File: src/rtl/ps2_disp_pkg.sv
// Shared types and constants for the PS/2 digit display: set-2 scancodes,
// glyph codes, prefix FSM states and the make-code to glyph lookup.
package ps2_disp_pkg;

   typedef logic [3:0] glyph_t;

   localparam glyph_t GLYPH_ERR   = 4'hE;
   localparam glyph_t GLYPH_BLANK = 4'hF;

   localparam logic [7:0] SC_BREAK = 8'hF0;
   localparam logic [7:0] SC_EXT   = 8'hE0;
   localparam logic [7:0] SC_BKSP  = 8'h66;
   localparam logic [7:0] SC_1     = 8'h16;
   localparam logic [7:0] SC_2     = 8'h1E;
   localparam logic [7:0] SC_3     = 8'h26;
   localparam logic [7:0] SC_4     = 8'h25;
   localparam logic [7:0] SC_5     = 8'h2E;
   localparam logic [7:0] SC_6     = 8'h36;
   localparam logic [7:0] SC_7     = 8'h3D;
   localparam logic [7:0] SC_8     = 8'h3E;
   localparam logic [7:0] SC_9     = 8'h46;
   localparam logic [7:0] SC_0     = 8'h45;

   typedef enum logic [1:0] {
      ST_IDLE,
      ST_BREAK,
      ST_EXT,
      ST_EXT_BREAK
   } pfx_state_t;

   function automatic glyph_t scan_to_glyph(input logic [7:0] sc);
      glyph_t g;
      unique case (sc)
         SC_1:    g = 4'd1;
         SC_2:    g = 4'd2;
         SC_3:    g = 4'd3;
         SC_4:    g = 4'd4;
         SC_5:    g = 4'd5;
         SC_6:    g = 4'd6;
         SC_7:    g = 4'd7;
         SC_8:    g = 4'd8;
         SC_9:    g = 4'd9;
         SC_0:    g = 4'd0;
         default: g = GLYPH_ERR;
      endcase
      return g;
   endfunction

endpackage

File: src/rtl/ps2_digit_display_seg_glyph_decode.sv
// Glyph code to active-low 7-segment pattern (seg[6:0] = g..a).
// Ports: glyph in (4b code), seg out (7b, 0 = lit).
module seg_glyph_decode
   import ps2_disp_pkg::*;
(
   input  glyph_t     glyph,
   output logic [6:0] seg
);

   always_comb begin
      unique case (glyph)
         4'd0:      seg = 7'b1000000;
         4'd1:      seg = 7'b1111001;
         4'd2:      seg = 7'b0100100;
         4'd3:      seg = 7'b0110000;
         4'd4:      seg = 7'b0011001;
         4'd5:      seg = 7'b0010010;
         4'd6:      seg = 7'b0000010;
         4'd7:      seg = 7'b1111000;
         4'd8:      seg = 7'b0000000;
         4'd9:      seg = 7'b0010000;
         GLYPH_ERR: seg = 7'b0000110;
         default:   seg = 7'b1111111;
      endcase
   end

endmodule

File: src/rtl/ps2_digit_display.sv
// PS/2 make-code capture into a shifting digit buffer, multiplexed onto a
// common-anode 7-seg display. Ports: clk, rst (async high), scan_valid,
// scan_code[7:0] in; seg[6:0], an[N-1:0] (active-low), digit_count out.
// Optional SCAN_BACKSPACE_EN: make code 0x66 deletes the newest digit.
module ps2_digit_display
   import ps2_disp_pkg::*;
#(
   parameter int NUM_DIGITS  = 4,
   parameter int REFRESH_DIV = 50000
) (
   input  logic                            clk,
   input  logic                            rst,
   input  logic                            scan_valid,
   input  logic [7:0]                      scan_code,
   output logic [6:0]                      seg,
   output logic [NUM_DIGITS-1:0]           an,
   output logic [$clog2(NUM_DIGITS+1)-1:0] digit_count
);

   localparam int IW = (NUM_DIGITS > 1) ? $clog2(NUM_DIGITS) : 1;
   localparam int CW = $clog2(NUM_DIGITS + 1);
   localparam int RW = $clog2(REFRESH_DIV);

   localparam logic [IW-1:0] IDX_LAST = IW'(NUM_DIGITS - 1);
   localparam logic [RW-1:0] RCNT_LAST = RW'(REFRESH_DIV - 1);
   localparam logic [CW-1:0] CNT_FULL = CW'(NUM_DIGITS);

   pfx_state_t    state_q, state_d;
   glyph_t        ent_q [NUM_DIGITS];
   glyph_t        ent_d [NUM_DIGITS];
   logic [CW-1:0] count_q, count_d;
   logic [RW-1:0] rcnt_q, rcnt_d;
   logic [IW-1:0] idx_q, idx_d;

   // Prefix tracking and buffer edits; entry 0 is the newest digit.
   always_comb begin
      state_d = state_q;
      ent_d   = ent_q;
      count_d = count_q;
      if (scan_valid) begin
         unique case (state_q)
            ST_IDLE: begin
               if (scan_code == SC_BREAK) begin
                  state_d = ST_BREAK;
               end else if (scan_code == SC_EXT) begin
                  state_d = ST_EXT;
`ifdef SCAN_BACKSPACE_EN
               end else if (scan_code == SC_BKSP) begin
                  if (count_q != '0) begin
                     for (int i = 0; i < NUM_DIGITS - 1; i++)
                        ent_d[i] = ent_q[i+1];
                     ent_d[NUM_DIGITS-1] = GLYPH_BLANK;
                     count_d = count_q - CW'(1);
                  end
`endif
               end else begin
                  for (int i = NUM_DIGITS - 1; i > 0; i--)
                     ent_d[i] = ent_q[i-1];
                  ent_d[0] = scan_to_glyph(scan_code);
                  if (count_q != CNT_FULL)
                     count_d = count_q + CW'(1);
               end
            end
            ST_BREAK:     state_d = ST_IDLE;
            ST_EXT:       state_d = (scan_code == SC_BREAK) ?
                                    ST_EXT_BREAK : ST_IDLE;
            ST_EXT_BREAK: state_d = ST_IDLE;
            default:      state_d = ST_IDLE;
         endcase
      end
   end

   // Digit slot rotation, independent of buffer edits.
   always_comb begin
      rcnt_d = rcnt_q + RW'(1);
      idx_d  = idx_q;
      if (rcnt_q == RCNT_LAST) begin
         rcnt_d = '0;
         idx_d  = (idx_q == IDX_LAST) ? '0 : idx_q + IW'(1);
      end
   end

   always_ff @(posedge clk or posedge rst) begin
      if (rst) begin
         state_q <= ST_IDLE;
         for (int i = 0; i < NUM_DIGITS; i++)
            ent_q[i] <= GLYPH_BLANK;
         count_q <= '0;
         rcnt_q  <= '0;
         idx_q   <= '0;
      end else begin
         state_q <= state_d;
         ent_q   <= ent_d;
         count_q <= count_d;
         rcnt_q  <= rcnt_d;
         idx_q   <= idx_d;
      end
   end

   always_comb begin
      an        = '1;
      an[idx_q] = 1'b0;
   end

   assign digit_count = count_q;

   seg_glyph_decode u_dec (
      .glyph (ent_q[idx_q]),
      .seg   (seg)
   );

endmodule

File: config.mk
export PLATFORM = sky130hd
export DESIGN_NAME = ps2_digit_display
export DESIGN_NICKNAME = d
export VERILOG_FILES = /design/src/rtl/ps2_disp_pkg.sv /design/src/rtl/ps2_digit_display_seg_glyph_decode.sv /design/src/rtl/ps2_digit_display.sv
export SDC_FILE = /design/constraint.sdc
export NUM_CORES = 1
export LEC_CHECK = 0
export CAP_MARGIN = 10
export CORE_UTILIZATION = 50
export DETAILED_ROUTE_END_ITERATION = 10
export PLACE_DENSITY = 0.72
export SLEW_MARGIN = 40
export SYNTH_ARGS = -nofsm -noshare
export SYNTH_HDL_FRONTEND = slang
export SYNTH_SLANG_ARGS = --single-unit
File: constraint.sdc
create_clock -name clk -period 6.1 [get_ports clk]
set_clock_uncertainty 0.15 [all_clocks]
set_input_delay 0.915 -clock clk [delete_from_list [all_inputs] [get_ports clk]]
set_output_delay 0.915 -clock clk [all_outputs]
set_load 0.005 [all_outputs]
==> results.toml <==
[drt]
dr_total_vias = 1764
drt-total-wl_mm = 4.183
ant_nets = 0
route.detailed.drc = 0
vias_per_cell = 5.530
dr.pass1.iters = 4
wl_per_cell_um = 13.11
first_iter_violations = 95

[timing]
grt_setup_unrepaired = "no"
period_share_pct = 59.41
fmax_mhz = 275.9
tns_ps = 0
relSlewSlack_pct = 68.64
slew_violations = 0
fin_crit_ps = 3624
worst_pin_slew_ps = 470.5
setup_viol = 0
final_hold_viol_count = 0

[die]
die_area_mm2 = 0.004903
die_h_um = 70.02
start_util_pct = 52.41
die_w_um = 70.02
ios = 25
coreArea_mm2 = 0.004414
rows = 24

[clock_tree]
tritoncts = "done"
cts_max_level = 2
holdBufCountCts = 0
cts_buffers = 5
clk_path_buf_depth = 2
clk_pin_slew_ps = 70
cts.sinks = 39
postCtsSetupBuffers = 0
cts.repair.resized = 0
root_buffer = "clkbuf_8"
clock_latency_ps = 280

[grt]
grt_first_pass_wirelength_mm = 7.610
track_usage_pct = 19.40
grt-ovfl-total = 0
grt_max_degree = 40
antenna_found_initial = 0
grt_pass1_vias = 1754

[synth]
synth_top_area_cell = "dfrtp_1"
synth_edf_count = 0
synth_area_leaders = "dfrtp_1 25%, dfstp_2 18%, nand2_1 8.8%"
synth_warnings = 0
netlist_instances = 240
synth-seq-cells = 39
synthArstFlopShare_pct = 100.0
synth_top_area_share_pct = 24.88
avgSynthCellArea_um2 = 9.639
syn_area_mm2 = 0.002313
yosysSeqAreaShare_pct = 43.05
syn_nets = 264
synth_cell_type_count = 50
synth_top_flop_cell = "dfrtp_1"

[outcome]
status = "complete, no violations"

[worst_setup_path]
path_cells = "mux4_2 -> inv_2 -> ha_1 -> nand2b_1 -> a21oi_1 -> clkdlybuf4s50_1"
crit_slowest_cell = "mux4_2"
endpoint = "seg[3]"
end_kind = "output pin"
ff2ff_setup_slack_ps = 4250
critical_path_class = "register to output pin"
rr_worst_depth = 5
cp-startpoint = "idx_q[0]$_DFFE_PP0N_"
r2r_start = "rcnt_q[0]$_DFF_PP0_"
start_kind = "register"
timing.rr.end = "rcnt_q[9]$_DFF_PP0_"
cp.required_ps = 5030
crit_fanout = 7
cpPeakStageDelay_ps = 630
worstPathArrival_ps = 2560

[pwr]
switching_power_w = 0.0001565
p_comb_share_pct = 21.0
ir_drop_mv = 0.1945
leakagePower_nw = 1.173
power_frac_clock_pct = 27.6
internal-power_w = 0.0004321
power_density_mw_per_mm2 = 221.6
p_sw_share_pct = 26.59
pwr-share-seq_pct = 51.3

[finish]
fill_cells = 378
final_nets = 290
layout_common_cells = "54 x nand2_1, 24 x clkdlybuf4s50_1, 23 x dfrtp_1"
drive_gt1_share_pct = 13.86
final_common_cell = "nand2_1"
area_growth_pct = 14.82
antenna_cells = 0
stdcell_count = 319

[placement]
numPortBuffers = 24
gp_congestion = 0.9082
dpl.hpwl_mm = 3.025
place_inst = 311

[hold_path]
worstHoldPathType = "register to register"

[job]
drv_cap = 0
-- layer usage --
layer | track usage (%) | routed length, um
met1 | 26.07 | 2049
met2 | 30.66 | 1895
met4 | 6.667 | 74
met5 | 0 | 0
met3 | 4.906 | 164
-- synth_stat cells (2+ instances only) --
cell type / instances
xnor2_1: 9
o211ai_1: 3
nand3_1: 8
o21ai_0: 7
ha_1: 13
nor2b_1: 3
and4_1: 3
buf_4: 2
xor2_1: 4
nor3b_1: 2
nand2_1: 54
mux4_2: 4
o21ai_1: 5
nor2_1: 9
inv_1: 12
a31oi_1: 2
buf_6: 2
dfrtp_1: 23
nand4_1: 4
or3_1: 2
mux2i_1: 5
and3_1: 3
buf_2: 2
dfstp_2: 16
a21oi_1: 9
nand2b_1: 7
nor3_1: 3
inv_2: 2
-- final cells by class --
| class | instances | area, um2 | share of cell area (%) |
|---|---|---|---|
| Clock buffer | 7 | 76.32 | 2.873 |
| Inverter | 14 | 52.55 | 1.978 |
| Multi-Input combinational cell | 179 | 1199 | 45.12 |
| Sequential cell | 39 | 996.0 | 37.49 |
| Timing Repair Buffer | 27 | 262.8 | 9.892 |
| Clock inverter | 1 | 5.005 | 0.1884 |
| Tap cell | 52 | 65.06 | 2.449 |
-- kinds of logic after synthesis --
logic type | after synthesis | share of synthesized area [%]
compound gates | 37 | 10.44
simple gates | 105 | 22.39
fa+ha+maj | 13 | 7.031
xor+xnor | 13 | 4.922
buf+inv | 22 | 5.137
mux | 11 | 7.031
flops | 39 | 43.05
-- state kept, by name (all words and copies together) (netlist names) --
| register | flops |
|---|---|
| idx_q | 2 |
| rcnt_q | 16 |
| ent_q | 16 |
| digit_count | 3 |
| state_q | 2 |
-- power groups by stage --
stage	registers [W]	clock network, W	logic, W
floorplan	0.000303	0	0.0000744
global placement	0.000307	0	0.000121
detailed placement	0.000306	0	0.000124
CTS	0.000302	0.000170	0.000125
global route	0.000305	0.000181	0.000139
finish	0.000302	0.000163	0.000124
-- worst max-delay path, delay by kind of cell (launching register included) --
kind            cells  cell delay (ps)
mux                 1              630
flops               1              510
buf+inv             2              620
fa+ha+maj           1              240
compound gates      1              130
simple gates        1              140
-- stage by stage --
| step | hold WS (ps) | utilization (%) | area [um2] | setup WS [ps] | total power, W |
|---|---|---|---|---|---|
| 5_1_grt | 323.3 | 60.18 | 2656 | 2334 | 0.0006249 |
| 2_1_floorplan | 287.0 | - | 2313 | 3339 | 0.0003774 |
| 3_3_place_gp | 297.9 | 58.33 | 2575 | 2792 | 0.0004279 |
| 6_report | 313.3 | 60.18 | 2656 | 2476 | 0.0005886 |
| 4_1_cts | 316.4 | 60.18 | 2656 | 2444 | 0.0005977 |
| 3_5_place_dp | 304.3 | 58.33 | 2575 | 2772 | 0.0004301 |
-- worst min-delay path by stage --
stage | start | end | cells past startpoint
global route | ent_q[0]$_DFFE_PP1P_ | ent_q[0]$_DFFE_PP1P_ | 2
global placement | ent_q[3]$_DFFE_PP1P_ | ent_q[3]$_DFFE_PP1P_ | 2
CTS | ent_q[3]$_DFFE_PP1P_ | ent_q[3]$_DFFE_PP1P_ | 2
floorplan | ent_q[0]$_DFFE_PP1P_ | ent_q[0]$_DFFE_PP1P_ | 2
finish | ent_q[2]$_DFFE_PP1P_ | ent_q[2]$_DFFE_PP1P_ | 2
detailed placement | ent_q[3]$_DFFE_PP1P_ | ent_q[3]$_DFFE_PP1P_ | 2
No activity file was read; power rests on OpenSTA's default activity.
